## config.mk

```make
export PLATFORM = sky130hd
export DESIGN_NAME = delta_calc
export DESIGN_NICKNAME = d
export VERILOG_FILES = /design/src/rtl/delta_calc.sv
export SDC_FILE = /design/constraint.sdc
export NUM_CORES = 2
export LEC_CHECK = 0
export BUFFER_PORTS_ARGS = -buffer_cell sky130_fd_sc_hd__buf_2
export CORE_MARGIN = 3
export CORE_UTILIZATION = 50
export CTS_BUF_LIST = sky130_fd_sc_hd__clkbuf_4 sky130_fd_sc_hd__clkbuf_8
export CTS_CLUSTER_DIAMETER = 80
export DETAILED_ROUTE_END_ITERATION = 7
export PLACE_DENSITY = 0.7
export SYNTH_ARGS = -nofsm -noshare
export SYNTH_HDL_FRONTEND = slang
export SYNTH_SLANG_ARGS = --single-unit
export TNS_END_PERCENT = 10
```

## constraint.sdc

```tcl
create_clock -name clk -period 17 [get_ports clk]
set_clock_uncertainty 0.15 [all_clocks]
set_input_delay 1.7 -clock clk [delete_from_list [all_inputs] [get_ports clk]]
set_output_delay 1.7 -clock clk [all_outputs]
set_load 0.005 [all_outputs]
```

## src/rtl/delta_calc.sv

```systemverilog
// Backprop error terms (output and hidden deltas) on one time-shared Q-format multiplier.
// Define DELTA_CALC_SAT_EN to saturate products and sums; otherwise results wrap.
module delta_calc #(
   parameter int N_IN   = 2,
   parameter int N_HL_P = 3,
   parameter int N_OUT  = 2,
   parameter int WIDTH  = 32,
   parameter int FRAC   = 24
) (
   input  logic                            clk,
   input  logic                            rst,
   input  logic                            en,
   input  logic [N_OUT*WIDTH-1:0]          i_t,
   input  logic [N_OUT*WIDTH-1:0]          i_o_a,
   input  logic [N_HL_P*WIDTH-1:0]         i_hd_a,
   input  logic [N_HL_P*N_OUT*WIDTH-1:0]   i_wght_o,
   output logic [N_OUT*WIDTH-1:0]          o_dlto,
   output logic [N_HL_P*WIDTH-1:0]         o_dlth,
   output logic                            o_busy,
   output logic                            o_valid
);

   localparam int KW = (N_OUT > 1) ? $clog2(N_OUT) : 1;
   localparam int JW = (N_HL_P > 1) ? $clog2(N_HL_P) : 1;

   localparam logic signed [WIDTH-1:0] ONE  = {{(WIDTH-FRAC-1){1'b0}}, 1'b1, {FRAC{1'b0}}};
   localparam logic signed [WIDTH-1:0] VMAX = {1'b0, {(WIDTH-1){1'b1}}};
   localparam logic signed [WIDTH-1:0] VMIN = {1'b1, {(WIDTH-1){1'b0}}};

   localparam logic [2:0] S_IDLE    = 3'd0;
   localparam logic [2:0] S_OUT_DER = 3'd1;
   localparam logic [2:0] S_OUT_MUL = 3'd2;
   localparam logic [2:0] S_HID_ACC = 3'd3;
   localparam logic [2:0] S_HID_DER = 3'd4;
   localparam logic [2:0] S_HID_MUL = 3'd5;

   function automatic logic signed [WIDTH-1:0] add_q(input logic signed [WIDTH-1:0] x,
                                                     input logic signed [WIDTH-1:0] y);
`ifdef DELTA_CALC_SAT_EN
      logic [WIDTH:0] s;
      s = {x[WIDTH-1], x} + {y[WIDTH-1], y};
      if (s[WIDTH] != s[WIDTH-1]) add_q = s[WIDTH] ? VMIN : VMAX;
      else                        add_q = s[WIDTH-1:0];
`else
      add_q = x + y;
`endif
   endfunction

   function automatic logic signed [WIDTH-1:0] sub_q(input logic signed [WIDTH-1:0] x,
                                                     input logic signed [WIDTH-1:0] y);
`ifdef DELTA_CALC_SAT_EN
      logic [WIDTH:0] s;
      s = {x[WIDTH-1], x} - {y[WIDTH-1], y};
      if (s[WIDTH] != s[WIDTH-1]) sub_q = s[WIDTH] ? VMIN : VMAX;
      else                        sub_q = s[WIDTH-1:0];
`else
      sub_q = x - y;
`endif
   endfunction

   // Full 2*WIDTH product, arithmetic shift by FRAC, reduced to WIDTH bits.
   function automatic logic signed [WIDTH-1:0] mul_q(input logic signed [WIDTH-1:0] x,
                                                     input logic signed [WIDTH-1:0] y);
      logic signed [2*WIDTH-1:0] xe;
      logic signed [2*WIDTH-1:0] ye;
      xe = {{WIDTH{x[WIDTH-1]}}, x};
      ye = {{WIDTH{y[WIDTH-1]}}, y};
`ifdef DELTA_CALC_SAT_EN
      begin
         logic signed [2*WIDTH-1:0] p;
         p = (xe * ye) >>> FRAC;
         if (p[2*WIDTH-1:WIDTH-1] != {(WIDTH+1){p[2*WIDTH-1]}})
            mul_q = p[2*WIDTH-1] ? VMIN : VMAX;
         else
            mul_q = p[WIDTH-1:0];
      end
`else
      mul_q = WIDTH'((xe * ye) >>> FRAC);
`endif
   endfunction

   logic [2:0]              state;
   logic [KW-1:0]           k;
   logic [JW-1:0]           j;
   logic signed [WIDTH-1:0] t_q   [N_OUT];
   logic signed [WIDTH-1:0] a_q   [N_OUT];
   logic signed [WIDTH-1:0] h_q   [N_HL_P];
   logic signed [WIDTH-1:0] w_q   [N_OUT][N_HL_P];
   logic signed [WIDTH-1:0] dlto  [N_OUT];
   logic signed [WIDTH-1:0] dlth  [N_HL_P];
   logic signed [WIDTH-1:0] d;
   logic signed [WIDTH-1:0] acc;
   logic signed [WIDTH-1:0] ma;
   logic signed [WIDTH-1:0] mb;
   logic signed [WIDTH-1:0] prod;

   // Operand select for the shared multiplier
   always_comb begin
      ma = '0;
      mb = '0;
      case (state)
         S_OUT_DER: begin ma = a_q[k];    mb = sub_q(ONE, a_q[k]);      end
         S_OUT_MUL: begin ma = sub_q(a_q[k], t_q[k]); mb = d;           end
         S_HID_ACC: begin ma = w_q[k][j]; mb = dlto[k];                 end
         S_HID_DER: begin ma = h_q[j];    mb = sub_q(ONE, h_q[j]);      end
         S_HID_MUL: begin ma = acc;       mb = d;                       end
         default:   begin ma = '0;        mb = '0;                      end
      endcase
      prod = mul_q(ma, mb);
   end

   always_ff @(posedge clk) begin
      if (rst) begin
         state   <= S_IDLE;
         k       <= '0;
         j       <= '0;
         d       <= '0;
         acc     <= '0;
         o_busy  <= 1'b0;
         o_valid <= 1'b0;
         for (int m = 0; m < N_OUT; m++) begin
            t_q[m]  <= '0;
            a_q[m]  <= '0;
            dlto[m] <= '0;
            for (int n = 0; n < N_HL_P; n++) w_q[m][n] <= '0;
         end
         for (int n = 0; n < N_HL_P; n++) begin
            h_q[n]  <= '0;
            dlth[n] <= '0;
         end
      end else begin
         o_valid <= 1'b0;
         case (state)
            S_IDLE: begin
               if (en) begin
                  for (int m = 0; m < N_OUT; m++) begin
                     t_q[m] <= i_t[m*WIDTH +: WIDTH];
                     a_q[m] <= i_o_a[m*WIDTH +: WIDTH];
                     for (int n = 0; n < N_HL_P; n++)
                        w_q[m][n] <= i_wght_o[(m*N_HL_P+n)*WIDTH +: WIDTH];
                  end
                  for (int n = 0; n < N_HL_P; n++) h_q[n] <= i_hd_a[n*WIDTH +: WIDTH];
                  k      <= '0;
                  o_busy <= 1'b1;
                  state  <= S_OUT_DER;
               end
            end
            S_OUT_DER: begin
               d     <= prod;
               state <= S_OUT_MUL;
            end
            S_OUT_MUL: begin
               dlto[k] <= prod;
               if (k == KW'(N_OUT-1)) begin
                  k     <= '0;
                  j     <= '0;
                  acc   <= '0;
                  state <= S_HID_ACC;
               end else begin
                  k     <= k + KW'(1);
                  state <= S_OUT_DER;
               end
            end
            S_HID_ACC: begin
               acc <= add_q(acc, prod);
               if (k == KW'(N_OUT-1)) begin
                  k     <= '0;
                  state <= S_HID_DER;
               end else begin
                  k <= k + KW'(1);
               end
            end
            S_HID_DER: begin
               d     <= prod;
               state <= S_HID_MUL;
            end
            S_HID_MUL: begin
               dlth[j] <= prod;
               if (j == JW'(N_HL_P-1)) begin
                  o_valid <= 1'b1;
                  o_busy  <= 1'b0;
                  state   <= S_IDLE;
               end else begin
                  j     <= j + JW'(1);
                  k     <= '0;
                  acc   <= '0;
                  state <= S_HID_ACC;
               end
            end
            default: state <= S_IDLE;
         endcase
      end
   end

   for (genvar g = 0; g < N_OUT; g++) begin : g_dlto
      assign o_dlto[g*WIDTH +: WIDTH] = dlto[g];
   end
   for (genvar g = 0; g < N_HL_P; g++) begin : g_dlth
      assign o_dlth[g*WIDTH +: WIDTH] = dlth[g];
   end

endmodule

```

==> impl_metrics.ini <==
[status]
status = finished clean

[synthesis]
syn_inst = 6371
synthArstFlopShare_pct = 0
ys_types = 103
ys_ff_latch = 651
synth_top_area_share_pct = 30.3
yosysMostFrequentCell = inv_1
synth_seq_area_share_pct = 28.9
synth_common_cells = inv_1 (1014), fa_1 (984), nor2_1 (847)
netlist.top_cell.by_area = fa_1
synth_edf_count = 576
netlist_area_mm2 = 0.0650
yosys_warnings = 0
yosys-top-cells-area = fa_1 (30%), edfxtp_1 (27%), inv_1 (5.9%)
ys.flop_type = edfxtp_1
syn_nets = 8016
postSynthAreaPerCell_um2 = 10.2

[clock_network]
path_clk_slew_ns = 0.08
post-cts-setup-buffer-count = 0
ctsResizeCount = 0
clock-sinks = 651
cts_hold_buf = 0
cts_buffers = 97
htree_num_levels = 3
clock_path_buffers = 3
clk_latency_ns = 0.79
cts_tree = built
clockRootBuffer = clkbuf_8

[place]
dp.cells = 8499
gp_congestion = 1.03
placed_area_mm2 = 0.0703
io_buffers = 580
dp_hpwl_um = 180000

[worst_setup_path]
worstPathArrival_ns = 16.28
cp_slowest_cell = a221oi_2
r2r_slack_ns = 1.24
critPathKind = reg -> reg
r2r_end = acc[30]
crit_fanout = 50
critPathCaptureType = register
cp.required_ns = 17.51
max_stage_delay_ns = 0.96
cp_common_cell = fa_1
start_kind = register
rr_worst_depth = 48

[grt]
grt_overflow = 0
grt_max_degree = 200
grt_usage_pct = 33.8
grt_pass1_vias = 51700
antenna_found_initial = 19
grt_first_pass_wirelength_um = 333000

[routing]
ant_nets = 0
first_pass_iters = 8
vias = 49600
vias_per_cell = 5.71
dr.first_iter.drc_count = 4938
drt-total-wl_um = 226000
wl_per_cell_um = 26.0
drc = 0

[finish]
fin_cells = 8697
area_growth_syn_to_layout_pct = 11.4
drive_gt1_share_pct = 16.0
final_area_mm2 = 0.0724
nNetsFinal = 8514

[timing]
period_minus_slack_ns = 15.76
rsz0062_at_grt = no
fmax_mhz = 63.4
tns_ns = 0
relSlewSlack_pct = 13.8
worst_slew_pin_slew_ns = 1.28
setup_violations = 0
slew_violations = 0
period_share_pct = 92.7
finalHoldViolCount = 0

[floorplan]
start_util_pct = 50.7
pin_count = 581
coreArea_mm2 = 0.128
die_h_um = 367
die-width_um = 367
rows = 131
dieArea_mm2 = 0.134

[hold_path]
holdCritStartpoint = o_busy
hold_path.class = reg -> reg
whs_endpoint = o_busy
hold_depth = 2

[job]
max-cap-violations = 0
[cell families (layout without fill, tap and decap cells)]
family,count (synthesis),count (layout),share of synthesized area (%)
DFF,651,651,28.9
adders and majority gates,1226,1226,34.9
and+or+nand+nor,2156,2156,15.8
other,0,19,0
muxes,218,218,4.08
buffers and inverters,1366,1944,8.03
xor gates and xnor gates,134,134,1.85
AOI/OAI and AO/OA,620,620,6.43
[cell type report]
class	instances	area [um^2]
fillers	11100	55900
multi-input cells	4354	41400
flip-flops and latches	651	18800
repair buffers	745	4170
inverters	1020	3830
well taps	1729	2160
clock buffers	130	1630
clock inverters	49	454
diodes	19	47.5
[critical path, delay by kind of cell (launching register included)]
kind | cells | cell delay, ns
compound gates | 21 | 6.20
fa+ha+maj | 11 | 5.01
xor+xnor | 3 | 1.09
simple gates | 8 | 1.04
flops | 1 | 0.90
buf+inv | 4 | 0.74
mux | 1 | 0.43
[per-stage QoR]
stage	hold WS (ns)	utilization [%]	setup slack (ns)
CTS	0.337	56.4	1.25
finish	0.334	56.5	1.24
detailed placement	0.316	54.8	1.29
global placement	0.299	54.8	1.67
floorplan	0.297	-	1.51
global route	0.375	56.4	0.235
[how the worst max path moves through the flow]
stage	cells past startpoint	endpoint	slack (ns)
global placement	51	acc[30]	1.67
global route	51	acc[30]	0.23
finish	48	acc[30]	1.24
floorplan	62	acc[30]	1.51
detailed placement	51	acc[30]	1.29
CTS	51	acc[30]	1.25
[metal layers]
layer	wire length (um)	vias to the layer above	GRT usage (%)	share of wire (%)
met2	104000	2825	53.0	46
li1	-	21200	-	-
met4	15600	6	20.2	6.9
met3	25000	614	9.30	11
met5	35	-	0	0.015
met1	82000	25000	41.9	36
[state kept, by name, indices dropped and copies added, names as in the netlist, 2 cells and up, named ones only]
signal	cells
d	32
w_q	192
j	2
acc	32
a_q	64
dlto	64
state	3
h_q	96
dlth	96
t_q	64
[cell usage in the layout (no fill, tap or decap), types with 16 or more instances in the layout]
cell type	instances
inv_1	1014
fa_1	984
nor2_1	845
buf_2	580
edfxtp_1	576
and2_1	463
nand2_1	459
ha_1	242
a21oi_1	175
buf_4	163
mux2i_1	132
nand2b_1	123
o21ai_0	106
clkbuf_8	104
xnor2_1	86
dfxtp_1	68
nor2b_1	56
or2_2	51
a22oi_1	48
mux2_2	47
xor2_1	46
a21o_1	44
mux4_2	32
nor3_1	30
clkinv_1	27
clkbuf_4	26
nand3_1	24
diode_2	19
o211ai_1	19
o21bai_1	19
a221o_1	19
o21a_1	18
nand4_1	16
Power is not shown: default switching activity piles up to over one toggle a cycle in this logic, so the estimate is an artifact.
